**config.mk**
```make
export PLATFORM = sky130hd
export DESIGN_NAME = fft_frame_sched
export DESIGN_NICKNAME = d
export VERILOG_FILES = /design/src/rtl/fft_frame_sched.sv
export SDC_FILE = /design/constraint.sdc
export NUM_CORES = 1
export LEC_CHECK = 0
export BUFFER_PORTS_ARGS = -buffer_cell sky130_fd_sc_hd__buf_4
export CAP_MARGIN = 5
export CORE_MARGIN = 3
export CORE_UTILIZATION = 40
export CTS_CLUSTER_SIZE = 14
export DETAILED_ROUTE_END_ITERATION = 8
export GPL_TIMING_DRIVEN = 0
export HOLD_SLACK_MARGIN = 0.15
export PLACE_DENSITY = 0.63
export SLEW_MARGIN = 20
export SYNTH_ARGS = -nofsm -noshare
export SYNTH_HDL_FRONTEND = slang
export SYNTH_SLANG_ARGS = --single-unit
```
**constraint.sdc**
```tcl
create_clock -name clk -period 4.1 [get_ports clk]
set_input_delay 0.615 -clock clk [delete_from_list [all_inputs] [get_ports clk]]
set_output_delay 0.615 -clock clk [all_outputs]
set_load 0.05 [all_outputs]
```
**src/rtl/fft_frame_sched.sv**
```systemverilog
// Ping-pong frame scheduler between the I2S sample stream and the FFT core.
// One bank fills from the sample path while the other is transformed and read out over SPI.
//
// state    | meaning
// ---------+------------------------------------------------
// IDLE     | wait until the oldest bank (proc_bank) is full
// START    | launch the FFT on proc_bank
// WAIT_FFT | wait for fft_done, then release the bank
// TX       | launch the SPI readout
// WAIT_TX0 | guard cycle so tx_busy has time to rise
// WAIT_TX  | wait for the readout to finish, count the frame
module fft_frame_sched #(
   parameter int N_LOG2 = 5,
   parameter int DW     = 32,
   parameter int CNT_W  = 8
) (
   input  logic              clk,
   input  logic              reset,
   input  logic [DW-1:0]     sample_in,
   input  logic              sample_valid,
   output logic              buf_we,
   output logic [N_LOG2:0]   buf_waddr,
   output logic [DW-1:0]     buf_wdata,
   output logic              fft_start,
   output logic              fft_bank,
   input  logic              fft_done,
   output logic              tx_start,
   input  logic              tx_busy,
   output logic              done,
   output logic              overrun,
   output logic [CNT_W-1:0]  frame_cnt
);

   typedef enum logic [2:0] {
      IDLE     = 3'd0,
      START    = 3'd1,
      WAIT_FFT = 3'd2,
      TX       = 3'd3,
      WAIT_TX0 = 3'd4,
      WAIT_TX  = 3'd5
   } state_t;

   localparam logic [N_LOG2-1:0] IDX_LAST = '1;

   state_t              state;
   state_t              state_nxt;
   logic                wr_bank;
   logic [N_LOG2-1:0]   wr_idx;
   logic [1:0]          full;
   logic [1:0]          full_nxt;
   logic                proc_bank;
   logic                accept;
   logic                drop;
   logic                frame_last;
   logic                bank_release;
   logic                frame_fin;

   // Acceptance uses the registered full flag, so a bank freed this cycle
   // still drops a sample that arrives in the same cycle.
   assign accept     = sample_valid & ~full[wr_bank];
   assign drop       = sample_valid &  full[wr_bank];
   assign frame_last = accept & (wr_idx == IDX_LAST);

   always_comb begin
      state_nxt    = state;
      bank_release = 1'b0;
      frame_fin    = 1'b0;
      case (state)
         IDLE:     if (full[proc_bank]) state_nxt = START;
         START:    state_nxt = WAIT_FFT;
         WAIT_FFT: begin
            if (fft_done) begin
               bank_release = 1'b1;
               state_nxt    = TX;
            end
         end
         TX:       state_nxt = WAIT_TX0;
         WAIT_TX0: state_nxt = WAIT_TX;
         WAIT_TX: begin
            if (!tx_busy) begin
               frame_fin = 1'b1;
               state_nxt = IDLE;
            end
         end
         default:  state_nxt = IDLE;
      endcase
   end

   // Release and fill always address different banks, so both apply together.
   always_comb begin
      full_nxt = full;
      if (bank_release) full_nxt[proc_bank] = 1'b0;
      if (frame_last)   full_nxt[wr_bank]   = 1'b1;
   end

   always_ff @(posedge clk or posedge reset) begin
      if (reset) begin
         wr_bank   <= 1'b0;
         wr_idx    <= '0;
         full      <= 2'b00;
         buf_we    <= 1'b0;
         buf_waddr <= '0;
         buf_wdata <= '0;
         overrun   <= 1'b0;
      end else begin
         full   <= full_nxt;
         buf_we <= accept;
         if (accept) begin
            buf_waddr <= {wr_bank, wr_idx};
            buf_wdata <= sample_in;
            wr_idx    <= wr_idx + 1'b1;
            if (frame_last) wr_bank <= ~wr_bank;
         end
         if (drop) overrun <= 1'b1;
      end
   end

   // Strobes are registered; fft_bank is captured while START so it is
   // already settled when fft_start is seen by the core.
   always_ff @(posedge clk or posedge reset) begin
      if (reset) begin
         state     <= IDLE;
         proc_bank <= 1'b0;
         fft_start <= 1'b0;
         fft_bank  <= 1'b0;
         tx_start  <= 1'b0;
         done      <= 1'b0;
         frame_cnt <= '0;
      end else begin
         state     <= state_nxt;
         fft_start <= (state == START);
         tx_start  <= bank_release;
         done      <= frame_fin;
         if (state == START) fft_bank <= proc_bank;
         if (frame_fin) begin
            proc_bank <= ~proc_bank;
            frame_cnt <= frame_cnt + 1'b1;
         end
      end
   end

endmodule

```
Word-level counts from Yosys, hierarchy flattened

Index checks and enable logic that the tools add are counted.

Register bits after elaboration: 64
Latch bits: 0
Bits in writable memories: 0
Memory bits (read-only): 0
Input port bits: 37
Memories: 0

Add/subtract/negate cells: 2
$mul: 0
Div/mod/pow operators: 0
Magnitude comparators: 4
Eq/ne operators: 9
Shifts and indexed selects: 0
Mux-type cells: 18
Bitwise operators: 9
Reductions and logical operators: 5

Operators with widths:

| kind                                                                  | count |
|---|---|
| 3-bit one-hot mux with 6 select lines                                 | 1 |
| 1-bit two-way mux                                                     | 10 |
| 3-bit two-way mux                                                     | 3 |
| 8-bit by 1-bit adder with 8-bit output (second input constant)        | 1 |
| 3-bit by 2-bit == test with 1-bit output (second input constant)      | 2 |
| 3-bit == test (second input constant)                                 | 2 |
| 2-bit inequality test (second input constant)                         | 3 |
| 5-bit by 1-bit adder with 5-bit output (second input constant)        | 1 |
| 5-bit == test (second input constant)                                 | 1 |
| 1-bit by 2-bit < comparator with 1-bit output (second input constant) | 2 |
| 2-bit two-way mux                                                     | 2 |
| 1-bit bitwise AND                                                     | 3 |
| 3-bit by 1-bit == test with 1-bit output (second input constant)      | 1 |
| 3-bit zero test                                                       | 1 |
| 1-bit inverter                                                        | 3 |
| 3-bit AND reduction                                                   | 1 |
| 2-bit bitwise AND                                                     | 1 |
| 1-bit demux with 1-bit select                                         | 2 |
| 1-bit >= comparator (second input constant)                           | 2 |
| 1-bit logical AND                                                     | 2 |
| 2-bit inverter                                                        | 1 |
| 2-bit bitwise OR                                                      | 1 |
| 2-bit AND reduction                                                   | 1 |

Longest topological paths before layout

Word-level depth: 9
Mapped depth: 5
Gate-level depth less buffers: 5

Least setup slack after synthesis

No wires, ideal clock.

Path type: register -> register
Start: register frame_cnt[0]
End: register frame_cnt[6]
Setup time: 144 ps
Data arrival time: 1387 ps
Data required time: 3956 ps
Path slack: 2569 ps
Stages on the path, launching flop included: 5
Path buffers: 0
Period minus slack after synthesis: 1531 ps
Path through: dfrtp_1 > ha_1 > nand2_1 > nor4_1 > xor2_1

Cells in the longest elaborated chain, start to end: 1

RTL lines:

| element                                | RTL line | text |
|---|---|---|
| start, declared                        | 31       | `output logic [CNT_W-1:0] frame_cnt` |
| start signal, assigned                 | 137      | `frame_cnt <= frame_cnt + 1'b1;` |
| 8-bit by 1-bit adder with 8-bit output | 137      |  |

Every way passes these cells.
A chain may end at the register's enable or synchronous reset.

Worst setup path after layout

Start: register frame_cnt[2]
End: output port frame_cnt[2]

No word-level cell between the ends.

==> flow_summary_export.csv <==
group,metric,value,unit
clocking,post-cts-setup-buffer-count,0,
routing,drtAntennaViolNets,0,
critical_path,path_buf_inv,1,
outcome,status,"finished clean",
routing,drc_errors,0,
die,dieHeight,87.6,microns
cells_and_area,fin_util,0.574,
clocking,clockRootBuffer,"clkbuf_8",
routing,routedWlPerCell,14.3,microns
pwr,ir_worst_vdd,0.470,mV
routing,first_iter_violations,33,
critical_path,start_kind,"register",
sta,setup_tns,0,ns
synthesis,synth_fp_nets,208,
clocking,clkTransAtPathRegs,0.07,ns
critical_path,crit_family,"flip-flops",
grt,track_usage,0.141,
synthesis,synth_edf_count,0,
clocking,clockBufferDepth,2,
pwr,powerDensity,817,nW/um^2
clocking,holdBufCountCts,0,
routing,vias,1674,
die,die_w,87.6,microns
synthesis,synth_cell_types,30,
synthesis,synthFlopType,"dfrtp_1",
cells_and_area,final_common_cell,"buf_4",
clocking,cts.htree.levels,3,
placement,portBuffers,88,
routing,viasPerCell,4.78,
synthesis,synth_seq_area_share,0.601,
routing,dr.pass1.iters,2,
cells_and_area,fin_area,3660,sq um
die,start_util,0.417,
sta,hold_viol,0,
sta,final-setup-viol-count,0,
job,cap_viol_max_count,0,
clocking,post_cts_resized,0,
hold_path,hold_class,"primary input to asynchronous set/reset pin",
synthesis,syn_area,2660,sq um
critical_path,critPathRequiredTime,3.48,ns
sta,maxSlewHeadroom,0.731,
synthesis,synthCells,168,
cells_and_area,nNetsFinal,308,
routing,totalWireLength,5.01,mm
die,pin_count,89,
clocking,worst_skew_pair.late_latency,0.32,ns
critical_path,cp-end-kind,"primary output",
synthesis,ys_ff_latch,64,
grt,first_global_vias,1753,
critical_path,crit_type,"register to primary output",
clocking,cts_buffers,9,
grt,overflow,0,
grt,grt_max_degree,39,
synthesis,synth_area_per_cell,15.9,sq um
sta,period_share,0.404,
cells_and_area,area_growth,37.5,%
sta,min_period,1.66,ns
critical_path,worst-path-max-fanout,7,
critical_path,critPathMaxStageDelay,0.47,ns
die,die-area,7670,sq um
clocking,cts_tree,"yes",
cells_and_area,drive_gt1_frac,0.564,
cells_and_area,n_antenna_cell,0,
sta,rsz0062_at_grt,"no",
placement,gp_congestion,0.717,
sta,slew_viol_final,0,
placement,detailed_place.area,3440,sq um
cells_and_area,stdcell_count,350,
critical_path,crit_slowest_cell,"dfrtp_1",
die,core-area,6390,sq um
clocking,cts_sinks,64,
pwr,p_leak,0.00185,uW
placement,place_inst,334,
cells_and_area,mostFrequentLayoutCells,"88 x buf_4, 64 x dfrtp_1, 38 x mux2_4",
placement,hpwl,3.56,mm
critical_path,crit_arrival,1.04,ns
sta,final.setup_skew,0.00754,ns
synthesis,synth_warnings,0,
grt,antenna_found_initial,0,
die,rows,29,
critical_path,cp_cell_sequence,"buf_4",
synthesis,async_flop_share,1.00,
grt,grt_pass1_wl,8.42,mm
sta,worstMarginPinSlew,0.395,ns
sta,max_freq,603,MHz
## cells in the mapped netlist, types with 3 or more instances
library cell  number  share of area
nand4_1            4         0.0094
ha_1               3          0.014
nand3_1            4         0.0075
xnor2_1            7          0.023
buf_6              4          0.017
xor2_1             5          0.016
mux2_4            38           0.21
inv_1              4         0.0056
nand2b_1           3         0.0070
dfrtp_1           64           0.60
mux2_2             3          0.013
nand2_1            4         0.0056
o21ai_0            5         0.0094
## area by class of cell
cell class,count,area [sq um]
plain buffers,5,50.0
clock buffers,10,138
clock inverters,6,82.6
fillers,529,2720
inverters,4,17.5
multi-input cells,95,997
flip-flops and latches,64,1600
well taps,77,96.3
repair buffers,89,681
## where the power goes
group	internal (uW)	total, uW	leakage [uW]	switching, uW
registers	847	1020	0.000774	172
clock network	356	590	0.000112	235
logic	563	1380	0.000960	822
total	1770	2990	0.00185	1230
## registers in the layout (all words and copies together) (netlist names)
register,count
wr_idx,5
wr_bank,1
proc_bank,1
full,2
buf_we,1
state,3
buf_wdata,32
overrun,1
frame_cnt,8
buf_waddr,6
done,1
fft_bank,1
fft_start,1
tx_start,1
## cell families after synthesis
kind of cell,share of synthesized area
adders and majority gates,0.0141
xor gates and xnor gates,0.0395
DFF,0.601
muxes,0.236
and+or+nand+nor,0.0629
buffers and inverters,0.0244
AOI/OAI and AO/OA,0.0221
## worst paths after layout
path | depth (start not counted) | startpoint | to | slack (ns)
max in group asynchronous | 3 | reset | state[1]$_DFFE_PP0P_ | 3.34
worst min register to register | 1 | frame_cnt[7]$_DFFE_PP0P_ | frame_cnt[7]$_DFFE_PP0P_ | 0.49
min in group clk | 1 | frame_cnt[7]$_DFFE_PP0P_ | frame_cnt[7]$_DFFE_PP0P_ | 0.49
worst max-delay path | 1 | frame_cnt[2]$_DFFE_PP0P_ | frame_cnt[2] | 2.44
worst min-delay path | 2 | reset | buf_wdata[8]$_DFFE_PP0P_ | 0.26
worst max register to register | 4 | wr_bank$_DFFE_PP0P_ | buf_wdata[10]$_DFFE_PP0P_ | 2.48
## routing by layer
metal  vias up  track usage  routed length, microns
met5         -            0                       0
li1        793            -                       -
met4         0       0.0669                      53
met1       824        0.188                    2180
met2        52        0.212                    2420
met3         5       0.0386                     358
## stage by stage
step | total power [uW] | worst slack (ns) | hold WS, ns
after global placement | 2410 | 1.07 | 0.465
after floorplan | 2030 | 1.89 | 0.459
after detailed placement | 2430 | 2.43 | 0.475
after global routing | 3160 | 2.38 | 0.272
after CTS | 3040 | 2.41 | 0.251
final | 2990 | 2.44 | 0.258
(Power assumes the default switching activity.)
